### config.mk
export PLATFORM = sky130hd
export DESIGN_NAME = imager_capture_ctrl_flat
export DESIGN_NICKNAME = d
export VERILOG_FILES = /design/src/rtl/imager_capture_pkg.sv /design/src/rtl/imager_capture_ctrl_if.sv /design/src/rtl/imager_capture_timeout.sv /design/src/rtl/imager_capture_ctrl.sv /design/src/flat_wrapper.sv
export SDC_FILE = /design/constraint.sdc
export NUM_CORES = 1
export LEC_CHECK = 0
export ABC_CLOCK_PERIOD_IN_PS = 6860
export CORE_MARGIN = 2
export CORE_UTILIZATION = 49
export CTS_CLUSTER_SIZE = 30
export DETAILED_ROUTE_END_ITERATION = 12
export GPL_TIMING_DRIVEN = 0
export PLACE_DENSITY = 0.92
export SLEW_MARGIN = 10
export SYNTH_ARGS = -nofsm -noshare
export SYNTH_HDL_FRONTEND = slang
export SYNTH_HIERARCHICAL = 1
export SYNTH_SLANG_ARGS = --single-unit
### constraint.sdc
create_clock -name clki -period 6.86 [get_ports clki]
set_clock_uncertainty 0.1 [all_clocks]
set_input_delay 1.372 -clock clki [delete_from_list [all_inputs] [get_ports clki]]
set_output_delay 1.372 -clock clki [all_outputs]
set_load 0.02 [all_outputs]
### src/rtl/imager_capture_pkg.sv
// -----------------------------------------------------------------------------
// imager_capture_pkg
// Shared definitions for the imager capture sequencer: FSM state encoding,
// capture mode constants and the imager_rx dtype codes it decodes.
// No ports (package).
// -----------------------------------------------------------------------------
package imager_capture_pkg;

   // Dtype codes, kept identical to dtypes.v of imager_rx
   localparam int unsigned DTYPE_WIDTH = 4;
   localparam logic [DTYPE_WIDTH-1:0] DTYPE_PIXEL       = 4'h0;
   localparam logic [DTYPE_WIDTH-1:0] DTYPE_FRAME_START = 4'h1;
   localparam logic [DTYPE_WIDTH-1:0] DTYPE_FRAME_END   = 4'h2;
   localparam logic [DTYPE_WIDTH-1:0] DTYPE_HEADER      = 4'h3;
   localparam logic [DTYPE_WIDTH-1:0] DTYPE_HEADER_END  = 4'h4;

   // Encoding is visible through the status readback, so it is fixed
   typedef enum logic [1:0] {
      StIdle   = 2'd0,
      StArm    = 2'd1,
      StFrame  = 2'd2,
      StHeader = 2'd3
   } cap_state_e;

   localparam logic [1:0] CAP_SINGLE = 2'd0;
   localparam logic [1:0] CAP_BURST  = 2'd1;
   localparam logic [1:0] CAP_CONT   = 2'd2;

endpackage

### src/rtl/imager_capture_ctrl_if.sv
// -----------------------------------------------------------------------------
// imager_capture_ctrl_if
// Bundles the command, status and imager_rx-facing signals of the capture
// sequencer.
//   master : drives commands, pipe_ready and the rx dvo/dtypeo stream;
//            receives rx_enable, rx_header_stall and status
//   slave  : the sequencer itself (imager_capture_ctrl)
// -----------------------------------------------------------------------------
interface imager_capture_ctrl_if
   import imager_capture_pkg::*;
#(
   parameter int unsigned COUNT_WIDTH   = 16,
   parameter int unsigned TIMEOUT_WIDTH = 32
);

   logic                     cmd_start;
   logic                     cmd_stop;
   logic [1:0]               cmd_mode;
   logic [COUNT_WIDTH-1:0]   cmd_num_frames;
   logic [TIMEOUT_WIDTH-1:0] frame_timeout;
   logic                     pipe_ready;
   logic                     rx_dvo;
   logic [DTYPE_WIDTH-1:0]   rx_dtypeo;
   logic                     rx_enable;
   logic                     rx_header_stall;
   logic                     busy;
   logic                     done;
   logic                     timeout_err;
   logic                     seq_err;
   logic [COUNT_WIDTH-1:0]   frames_captured;
   logic [1:0]               state;

   modport master (
      output cmd_start, cmd_stop, cmd_mode, cmd_num_frames, frame_timeout, pipe_ready,
             rx_dvo, rx_dtypeo,
      input  rx_enable, rx_header_stall, busy, done, timeout_err, seq_err, frames_captured,
             state
   );

   modport slave (
      input  cmd_start, cmd_stop, cmd_mode, cmd_num_frames, frame_timeout, pipe_ready,
             rx_dvo, rx_dtypeo,
      output rx_enable, rx_header_stall, busy, done, timeout_err, seq_err, frames_captured,
             state
   );

endinterface

### src/rtl/imager_capture_timeout.sv
// -----------------------------------------------------------------------------
// imager_capture_timeout
// Per-state cycle counter used by the capture sequencer to abort stuck
// captures. Only instantiated when IMAGER_CAPTURE_TIMEOUT_EN is defined.
//   clki, reset_clki : clock, async active-high reset
//   clear_i          : zero the counter (state entry); wins over count_en_i
//   count_en_i       : count this cycle
//   limit_i          : cycle limit, 0 disables expiry
//   expired_o        : this counted cycle is the limit_i-th one
// -----------------------------------------------------------------------------
module imager_capture_timeout #(
   parameter int unsigned TIMEOUT_WIDTH = 32
) (
   input  logic                     clki,
   input  logic                     reset_clki,
   input  logic                     clear_i,
   input  logic                     count_en_i,
   input  logic [TIMEOUT_WIDTH-1:0] limit_i,
   output logic                     expired_o
);

   logic [TIMEOUT_WIDTH-1:0] cnt_q, cnt_d, cnt_inc;

   assign cnt_inc = cnt_q + TIMEOUT_WIDTH'(1);

   always_comb begin
      cnt_d = cnt_q;
      if (clear_i) begin
         cnt_d = '0;
      end else if (count_en_i) begin
         cnt_d = cnt_inc;
      end
   end

   // Compare against the post-increment value so that the state is left after
   // exactly limit_i cycles in it.
   assign expired_o = count_en_i && (limit_i != '0) && (cnt_inc == limit_i);

   always_ff @(posedge clki or posedge reset_clki) begin
      if (reset_clki) begin
         cnt_q <= '0;
      end else begin
         cnt_q <= cnt_d;
      end
   end

endmodule

### src/rtl/imager_capture_ctrl.sv
// -----------------------------------------------------------------------------
// imager_capture_ctrl
// Capture sequencer for the imager_rx receive path. Enables imager_rx, tracks
// frame boundaries on its dvo/dtypeo stream and delivers single, burst or
// continuous captures made only of whole frames.
//   clki, reset_clki : clock, async active-high reset
//   cap (slave)      : commands (start/stop/mode/num_frames/frame_timeout),
//                      pipe_ready, rx dvo/dtypeo in; rx_enable,
//                      rx_header_stall, busy, done, timeout_err, seq_err,
//                      frames_captured, state out
// Build option: IMAGER_CAPTURE_TIMEOUT_EN adds the ARM/FRAME timeout; without
// it frame_timeout is ignored and timeout_err stays 0.
// -----------------------------------------------------------------------------
module imager_capture_ctrl
   import imager_capture_pkg::*;
#(
   parameter int unsigned COUNT_WIDTH   = 16,
   parameter int unsigned TIMEOUT_WIDTH = 32
) (
   input logic                  clki,
   input logic                  reset_clki,
   imager_capture_ctrl_if.slave cap
);

   cap_state_e             state_q, state_d;
   logic [COUNT_WIDTH-1:0] target_q, target_d;
   logic [COUNT_WIDTH-1:0] frames_q, frames_d, frames_inc;
   logic                   cont_q, cont_d;
   logic                   stop_pend_q, stop_pend_d;
   logic                   hstall_q, hstall_d;
   logic                   done_q, done_d;
   logic                   tout_q, tout_d;
   logic                   seq_q, seq_d;

   logic ev_sof, ev_eof, ev_hend;
   logic start_ok, hend_last;
   logic tmo_clear, tmo_en, tmo_expired;
   logic rx_enable, busy;

   assign ev_sof  = cap.rx_dvo && (cap.rx_dtypeo == DTYPE_FRAME_START);
   assign ev_eof  = cap.rx_dvo && (cap.rx_dtypeo == DTYPE_FRAME_END);
   assign ev_hend = cap.rx_dvo && (cap.rx_dtypeo == DTYPE_HEADER_END);

   assign start_ok   = cap.cmd_start && !cap.cmd_stop;
   assign frames_inc = frames_q + COUNT_WIDTH'(1);

   // A same-cycle stop still lets this header complete and ends the capture
   assign hend_last = ev_hend &&
                      ((!cont_q && (frames_inc == target_q)) || stop_pend_q || cap.cmd_stop);

   assign tmo_en = (state_q == StArm) || (state_q == StFrame);

`ifdef IMAGER_CAPTURE_TIMEOUT_EN
   imager_capture_timeout #(
      .TIMEOUT_WIDTH(TIMEOUT_WIDTH)
   ) u_timeout (
      .clki      (clki),
      .reset_clki(reset_clki),
      .clear_i   (tmo_clear),
      .count_en_i(tmo_en),
      .limit_i   (cap.frame_timeout),
      .expired_o (tmo_expired)
   );
`else
   logic unused_timeout;
   assign unused_timeout = ^{cap.frame_timeout, tmo_clear, tmo_en};
   assign tmo_expired    = 1'b0;
`endif

   // State register
   always_ff @(posedge clki or posedge reset_clki) begin
      if (reset_clki) begin
         state_q <= StIdle;
      end else begin
         state_q <= state_d;
      end
   end

   // Next state; dtype events take precedence over stop, stop over timeout
   always_comb begin
      state_d = state_q;
      unique case (state_q)
         StIdle: begin
            if (start_ok) state_d = StArm;
         end
         StArm: begin
            if (ev_sof) begin
               state_d = StFrame;
            end else if (cap.cmd_stop || tmo_expired) begin
               state_d = StIdle;
            end
         end
         StFrame: begin
            if (ev_eof) begin
               state_d = StHeader;
            end else if (!ev_sof && tmo_expired) begin
               state_d = StIdle;
            end
         end
         StHeader: begin
            if (ev_sof) begin
               state_d = StFrame;
            end else if (ev_hend) begin
               state_d = hend_last ? StIdle : StArm;
            end
         end
         default: state_d = StIdle;
      endcase
   end

   // Datapath next values and registered status pulses
   always_comb begin
      target_d    = target_q;
      cont_d      = cont_q;
      frames_d    = frames_q;
      stop_pend_d = stop_pend_q;

      done_d   = (state_q == StHeader) && hend_last;
      seq_d    = ev_sof && ((state_q == StFrame) || (state_q == StHeader));
      tout_d   = tmo_expired &&
                 (((state_q == StArm) && !ev_sof && !cap.cmd_stop) ||
                  ((state_q == StFrame) && !ev_sof && !ev_eof));
      hstall_d = ((state_q == StFrame) || (state_q == StHeader)) && !cap.pipe_ready;

      // A frame restart counts as a fresh entry into FRAME
      tmo_clear = ((state_d != state_q) && ((state_d == StArm) || (state_d == StFrame))) ||
                  ((state_q == StFrame) && ev_sof);

      if ((state_q == StIdle) && start_ok) begin
         frames_d    = '0;
         stop_pend_d = 1'b0;
         case (cap.cmd_mode)
            CAP_BURST: begin
               cont_d   = 1'b0;
               target_d = (cap.cmd_num_frames == '0) ? COUNT_WIDTH'(1) : cap.cmd_num_frames;
            end
            CAP_CONT: begin
               cont_d   = 1'b1;
               target_d = COUNT_WIDTH'(1);
            end
            default: begin
               cont_d   = 1'b0;
               target_d = COUNT_WIDTH'(1);
            end
         endcase
      end

      if ((state_q == StHeader) && ev_hend) frames_d = frames_inc;

      // Stop never cuts a frame short; it is remembered until the header ends
      if (cap.cmd_stop && ((state_d == StFrame) || (state_d == StHeader))) stop_pend_d = 1'b1;
   end

   always_ff @(posedge clki or posedge reset_clki) begin
      if (reset_clki) begin
         target_q    <= '0;
         cont_q      <= 1'b0;
         frames_q    <= '0;
         stop_pend_q <= 1'b0;
         hstall_q    <= 1'b0;
         done_q      <= 1'b0;
         tout_q      <= 1'b0;
         seq_q       <= 1'b0;
      end else begin
         target_q    <= target_d;
         cont_q      <= cont_d;
         frames_q    <= frames_d;
         stop_pend_q <= stop_pend_d;
         hstall_q    <= hstall_d;
         done_q      <= done_d;
         tout_q      <= tout_d;
         seq_q       <= seq_d;
      end
   end

   // Outputs decoded from state
   always_comb begin
      rx_enable = (state_q != StIdle);
      busy      = (state_q != StIdle);
   end

   assign cap.rx_enable       = rx_enable;
   assign cap.busy            = busy;
   assign cap.rx_header_stall = hstall_q;
   assign cap.done            = done_q;
   assign cap.timeout_err     = tout_q;
   assign cap.seq_err         = seq_q;
   assign cap.frames_captured = frames_q;
   assign cap.state           = state_q;

endmodule

### src/flat_wrapper.sv
// flat-port wrapper written by rule: the top's interface ports become plain ports
module imager_capture_ctrl_flat import imager_capture_pkg::*;
#(
   parameter int unsigned COUNT_WIDTH   = 16,
   parameter int unsigned TIMEOUT_WIDTH = 32
)
  (clki, reset_clki, cap_cmd_start, cap_cmd_stop, cap_cmd_mode, cap_cmd_num_frames, cap_frame_timeout, cap_pipe_ready, cap_rx_dvo, cap_rx_dtypeo, cap_rx_enable, cap_rx_header_stall, cap_busy, cap_done, cap_timeout_err, cap_seq_err, cap_frames_captured, cap_state);
  imager_capture_ctrl_if #(.COUNT_WIDTH(COUNT_WIDTH), .TIMEOUT_WIDTH(TIMEOUT_WIDTH)) cap_i ();
  input logic clki;
  input logic reset_clki;
  input wire logic [$bits(cap_i.cmd_start)-1:0] cap_cmd_start;
  input wire logic [$bits(cap_i.cmd_stop)-1:0] cap_cmd_stop;
  input wire logic [$bits(cap_i.cmd_mode)-1:0] cap_cmd_mode;
  input wire logic [$bits(cap_i.cmd_num_frames)-1:0] cap_cmd_num_frames;
  input wire logic [$bits(cap_i.frame_timeout)-1:0] cap_frame_timeout;
  input wire logic [$bits(cap_i.pipe_ready)-1:0] cap_pipe_ready;
  input wire logic [$bits(cap_i.rx_dvo)-1:0] cap_rx_dvo;
  input wire logic [$bits(cap_i.rx_dtypeo)-1:0] cap_rx_dtypeo;
  output wire logic [$bits(cap_i.rx_enable)-1:0] cap_rx_enable;
  output wire logic [$bits(cap_i.rx_header_stall)-1:0] cap_rx_header_stall;
  output wire logic [$bits(cap_i.busy)-1:0] cap_busy;
  output wire logic [$bits(cap_i.done)-1:0] cap_done;
  output wire logic [$bits(cap_i.timeout_err)-1:0] cap_timeout_err;
  output wire logic [$bits(cap_i.seq_err)-1:0] cap_seq_err;
  output wire logic [$bits(cap_i.frames_captured)-1:0] cap_frames_captured;
  output wire logic [$bits(cap_i.state)-1:0] cap_state;
  assign cap_i.cmd_start = cap_cmd_start;
  assign cap_i.cmd_stop = cap_cmd_stop;
  assign cap_i.cmd_mode = cap_cmd_mode;
  assign cap_i.cmd_num_frames = cap_cmd_num_frames;
  assign cap_i.frame_timeout = cap_frame_timeout;
  assign cap_i.pipe_ready = cap_pipe_ready;
  assign cap_i.rx_dvo = cap_rx_dvo;
  assign cap_i.rx_dtypeo = cap_rx_dtypeo;
  assign cap_rx_enable = cap_i.rx_enable;
  assign cap_rx_header_stall = cap_i.rx_header_stall;
  assign cap_busy = cap_i.busy;
  assign cap_done = cap_i.done;
  assign cap_timeout_err = cap_i.timeout_err;
  assign cap_seq_err = cap_i.seq_err;
  assign cap_frames_captured = cap_i.frames_captured;
  assign cap_state = cap_i.state;
  imager_capture_ctrl #(.COUNT_WIDTH(COUNT_WIDTH), .TIMEOUT_WIDTH(TIMEOUT_WIDTH)) u_core (.clki(clki), .reset_clki(reset_clki), .cap(cap_i));
endmodule
==> impl_results.md <==
- Status: complete, no violations
- Post-cts sizing count: 0
- DP Worst Slack: 2.82 ns
- FP Rows: 25
- Clk slew on worst S/H paths: 0.08 ns
- First-pass GRT wire length: 10100 um
- Core Util, Final: 0.645
- Max cap viols: 0
- CTS max path bufs: 2
- DPL Wire Length: 4580 um
- Root buffer cell: clkbuf_8
- Syn_area_per_cell: 9.25 sq um
- Crit path DAT: 3.86 ns
- Leakage: 1.25 nW
- I/O pin cnt: 84
- 1st-iter DRT viols: 241
- Vias in the first global route: 2168
- Synth Register Bits: 39
- GR Util met2: 0.398
- Synthesized area: 2350 sq um
- Critical Path Fanout Max: 10
- Worst VDD drop: 247 uV
- Hold Crit Class: reg2reg
- Pin count of the biggest net entering global routing: 40
- PD cells: 260 nW/um^2
- Seq. cell area: 976 sq um
- First-pass DRT Iterations: 4
- Post-synth EDFFs: 0
- Final min period: 3.81 ns
- # hold bufs at CTS: 0
- CTS tree: yes
- Synth Flop Type: dfrtp_1
- Worst Max-Slew Pin Slew: 0.791 ns
- Wirelength per Cell: 16.7 um
- Initial core utilization: 0.504
- Endpoints failing setup: 0
- Hold slack: 0.419 ns
- Routed WL: 6090 um
- Initial antenna violation count: 0
- H-tree depth: 2
- Max Fclk: 262 MHz
- RSZ-0062 raised after global routing: false
- Die ar.: 5370 sq um
- Multi-input logic area: 1280 sq um
- DRC: 0
- DR vias/cell: 6.10
- Worst Path Required: 6.91 ns
- Post-CTS Repair Setup Buffers: 0
- I/O Buffers: 50
- Post-Syn Instances: 254
- Most frequent cells in the layout: 50 x clkdlybuf4s50_1, 39 x dfrtp_1, 26 x o21ai_0
- Busiest grt layer: met2
- Fill count: 372
- N_diodes: 0
- TritonCTS buffer count: 5
- Share of post-route cells with drive strength above 1: 0.0897
- GRT overflow: 0
- Yosys warnings: 6
- Placer Congestion: 0.940
- Synth cell types: 52
- Total track usage: 0.246
- Post-route ant nets: 0
- Post-synthesis sequential area ratio: 0.415
- Die W: 73.3 um
- Post-Syn Nets: 315
- Die height: 73.3 um
- Setup Total Neg Slack: 0 ns
- GR Util met3: 0.0412
- Final #Nets: 372
- Pins Over Slew Limit: 0
- Via count: 2232
- Post-route setup slack: 3.05 ns
- Fin crit share: 0.555
- Worst setup path category: in2reg
- Core Footprint: 4660 sq um
- Most common cell after layout, fill and taps aside: clkdlybuf4s50_1
- Worst Setup End Kind: flip-flop
- Post-synth ARST share: 1.00
- Clk sinks: 39
- P&R area growth vs syn: 28.0%
- CP startpoint kind: input port
- Met1 Resource Use GR: 0.319
- Clk Latency, worst-skew pair: 0.30 ns
- Final hold vios: 0
- Slew margin rel.: 0.472
[registers in the layout, indices dropped and copies added (netlist names)]
register	flops
u_core/cap.frames_captured	16
u_core/target_q	16
u_core/cap.state	2
u_core/cap.done	1
u_core/cap.rx_header_stall	1
u_core/cap.seq_err	1
u_core/cont_q	1
u_core/stop_pend_q	1
[power breakdown]
part / internal, mW / switching (mW)
Clock: 0.0707 / 0.0846
Combinational: 0.149 / 0.146
Sequential: 0.279 / 0.0516
Total: 0.499 / 0.282
[routing by layer]
layer  wire (um)  vias up
met2        2970       96
met4         154        0
met5           0        -
met1        2570     1066
met3         399       14
li1            -     1056
[metrics by stage]
stage	area (sq um)	instances	power (mW)
after floorplan	2350	254	0.516
after global placement	2920	358	0.606
after detailed placement	2920	358	0.623
after CTS	3010	366	0.781
after global routing	3010	366	0.820
final	3010	366	0.781
[synth_stat cells, types with 4 or more instances]
cell type	count	area, sq um
buf_2	5	25.0
nand4_1	4	25.0
dfrtp_1	39	976
clkbuf_1	7	26.3
nor2_1	20	75.1
nand3_1	14	70.1
a21oi_1	7	35.0
xor2_1	5	43.8
o21ai_0	26	130
nand2_1	20	75.1
inv_1	4	15.0
and3_1	4	25.0
nand2b_1	7	43.8
nor4_1	6	37.5
xnor2_1	12	105
a22o_1	14	123
[logic make-up (layout without fill, tap and decap cells)]
logic type               count (synthesis)  count (layout)  synth area share
adder cells (fa/ha/maj)                  1               1           0.00532
buffers and inverters                   20              78            0.0394
flip-flops                              39              39             0.415
XOR/XNOR                                18              18            0.0735
multiplexers                             2               2           0.00852
other                                    1               1           0.00160
AND/OR/NAND/NOR                        106             106             0.264
AO/OA/AOI/OAI                           67              67             0.192
[area by class of cell]
class                           instances  share of cell area
Multi-Input combinational cell        195               0.426
Sequential cell                        39               0.325
Buffer                                 16              0.0258
Clock buffer                            5              0.0229
Timing Repair Buffer                   50               0.166
Clock inverter                          3             0.00666
Tap cell                               54              0.0225
Inverter                                4             0.00499
[worst paths after layout]
path | start | end | slack [ns] | cells past startpoint
worst min-delay path | u_core/target_q[1] | u_core/target_q[1] | 0.42 | 2
worst max-delay path | cap_rx_dtypeo[3] | u_core/cap.frames_captured[15] | 3.05 | 9
max in group asynchronous | reset_clki | u_core/target_q[6] | 4.72 | 2
min in group asynchronous | reset_clki | u_core/cap.frames_captured[7] | 1.44 | 2
worst min register to register | u_core/target_q[1] | u_core/target_q[1] | 0.42 | 2
worst max register to register | u_core/cap.frames_captured[0] | u_core/cap.state[0] | 3.71 | 8
[worst max-delay path: stages]
cell and delay (ns):
clkdlybuf4s50_1 0.38, nand2b_1 0.17, nor4b_1 0.64, and3_1 0.23
buf_2 0.24, nor2_1 0.17, clkbuf_1 0.29, o21ai_0 0.22
o21ai_0 0.13
No activity file was read; power rests on OpenSTA's default activity.
==> patch: new RTL, config.mk and constraints unchanged <==
Change the package constant `DTYPE_WIDTH` from 4 to 6.
--- a/src/rtl/imager_capture_pkg.sv
+++ b/src/rtl/imager_capture_pkg.sv
@@ -7,7 +7,7 @@
 package imager_capture_pkg;
 
    // Dtype codes, kept identical to dtypes.v of imager_rx
-   localparam int unsigned DTYPE_WIDTH = 4;
+   localparam int unsigned DTYPE_WIDTH = 6;
    localparam logic [DTYPE_WIDTH-1:0] DTYPE_PIXEL       = 4'h0;
    localparam logic [DTYPE_WIDTH-1:0] DTYPE_FRAME_START = 4'h1;
    localparam logic [DTYPE_WIDTH-1:0] DTYPE_FRAME_END   = 4'h2;
Ports: changed (resized cap_rx_dtypeo); port bits go from 84 to 86. The function was not compared with the original's and may differ.
==> patch against the unedited design <==
  * Via count is 3.5% higher
  * Routed wire length is 1.3% lower
  * Utilization is 1.1 points higher
  * Maximum frequency is 8.4% higher
  * Global-route usage is 1.1 points lower
  * Total power is 23% lower
  * Cell area is 4.5% higher
  * Worst setup slack better by 0.30 ns
  * Synthesized area is 4.4% higher
  * Clock power is 3% lower
  * Synthesized cell count is 3.1% higher
  * Sequential cell count stayed put
  * First-iteration DRC count is 25% lower
  * Critical path type unchanged
==> patch: results (changes against the unedited design) <==
Timing
  – Worst Tran Pin Value: 0.790 ns (-0.000277 ns)

Placed design
  – Pre-CTS setup slack: 3.07 ns (+0.246 ns)
  – Gpl congestion: 0.899 (-4.4%)
  – DP Area: 3060 um^2 (+4.8%)
  – Port Buffer Count: 52 (+4.0%)
  – Hpwl dp: 4550 um (-0.79%)

Yosys
  – Asr flop ratio synth: 1.00 (unchanged)
  – Synth warnings: 6 (unchanged)
  – Post-synthesis mux area share: 0 (-0.00852)
  – Distinct cell type count after synthesis: 53 (+1.9%)
  – Synth cell count leaders: dfrtp_1 (39), nand2_1 (24), o21ai_0 (20), nor2_1 (16), nand3_1 (13)
  – Compound-gate portion of the synthesized area: 0.188 (-0.00457)
  – Leading post-synthesis cells by cell area: dfrtp_1 (40%), a22o_1 (4.3%), o21ai_0 (4.1%), nand2_1 (3.7%), buf_6 (3.2%)
  – Seq/Total Area, Yosys: 0.398 (-0.0176)
  – Adder-cell share of the synthesized area: 0.00510 (-0.000225)
  – Syn nets: 325 (+3.2%)
  – Post-Synth XOR/XNOR Area: 0.0801 (+0.00658)

Critical path
  – Worst-path fanout max: 10 (unchanged)
  – Max stage delay on crit path: 0.58 ns (-0.06 ns)
  – Crit path max-delay cell type: or4b_4
  – Delay-heaviest family, CP: simple AND/OR/NAND/NOR gates
  – Worst Path Arrival: 3.58 ns (-0.28 ns)

Global routing
  – Vias in the first global route: 2,089 (-3.6%)
  – Pin count of the biggest net entering global routing: 40 (unchanged)
  – Initial antenna violation count: 0 (unchanged)
  – Gr usage total: 0.235 (-0.0111)
  – First-pass GRT wire length: 9890 um (-1.8%)

Routing
  – DR pass1 iterations: 5 (+1)
  – 1st-iter DRT viols: 181 (-25%)
  – DRT Wirelength: 6020 um (-1.3%)
  – Vias/cell: 5.94 (-2.6%)

Clock tree
  – Root Driver: clkbuf_8
  – Worst-path clk slew: 0.08 ns (about the same)
  – CTS buffer count: 5 (unchanged)
  – Clock tree buffer depth: 2 (unchanged)
  – CTS resizes: 0 (unchanged)
  – Setup bufs post-CTS: 0 (unchanged)
  – Clock Latency Late Sink: 0.29 ns
  – H-tree Lvls: 2 (unchanged)

Power
  – Leak pwr: 1.32 nW (+5.7%)
  – Worst VDD drop: 0.177 mV (-28%)

Cells and area
  – Layout fillers: 383 (+3.0%)
  – Layout cell share with drive strength beyond 1: 0.109 (+0.0190)
  – Final nets: 384 (+3.2%)
  – Inserted Diodes: 0 (unchanged)

Run status
  – Status: complete, no violations

Hold path
  – Hold Crit Class: flop to flop
patch: report_power, final:
group / leakage (nW) / switching, mW / total [mW] / internal, mW
Clock: 0.0477 / 0.0816 / 0.151 / 0.0696
Sequential: 0.519 / 0.0284 / 0.286 / 0.258
Combinational: 0.753 / 0.0788 / 0.166 / 0.0867
Total: 1.32 / 0.189 / 0.603 / 0.414
patch: routing by layer:
layer  up-vias  share of wire  GRT usage  wire length, um
li1       1084              -          -                -
met3        19          0.072     0.0455              436
met4         0          0.031     0.0992              185
met5         -              0          0                0
met1      1084           0.41      0.320             2480
met2       124           0.48      0.370             2910
patch: cells by family (layout without fill, tap and decap cells):
group,count (synthesis),after routing
compound gates,70,70
flops,39,39
buf+inv,24,84
xor+xnor,19,19
other cells,1,1
simple gates,108,108
fa+ha+maj,1,1
patch: stage by stage:
step,cells,utilization,hold WS (ns)
global route,389,0.656,0.442
floorplan,262,-,0.351
CTS,389,0.656,0.399
detailed placement,381,0.639,0.382
global placement,381,0.639,0.368
finish,389,0.656,0.394
patch: final cells by class:
class                      count  share of cell area
inverter                       4             0.00478
tap                           67              0.0267
timing repair buffer          52               0.166
multi-input combinational    199               0.415
buffer                        20              0.0510
sequential                    39               0.311
clock buffer                   5              0.0219
clock inverter                 3             0.00478
patch: final timing paths:
check / cells past startpoint / slack, ns / from / end
worst max-delay path: 9 / 3.35 / cap_rx_dtypeo[3] / u_core/cap.frames_captured[11]
worst min-delay path: 2 / 0.39 / u_core/cont_q / u_core/cont_q
worst max register to register: 9 / 4.24 / u_core/cap.frames_captured[0] / u_core/cap.state[0]
worst min register to register: 2 / 0.39 / u_core/cont_q / u_core/cont_q
max in group asynchronous: 2 / 4.72 / reset_clki / u_core/target_q[2]
min in group asynchronous: 2 / 1.45 / reset_clki / u_core/target_q[12]
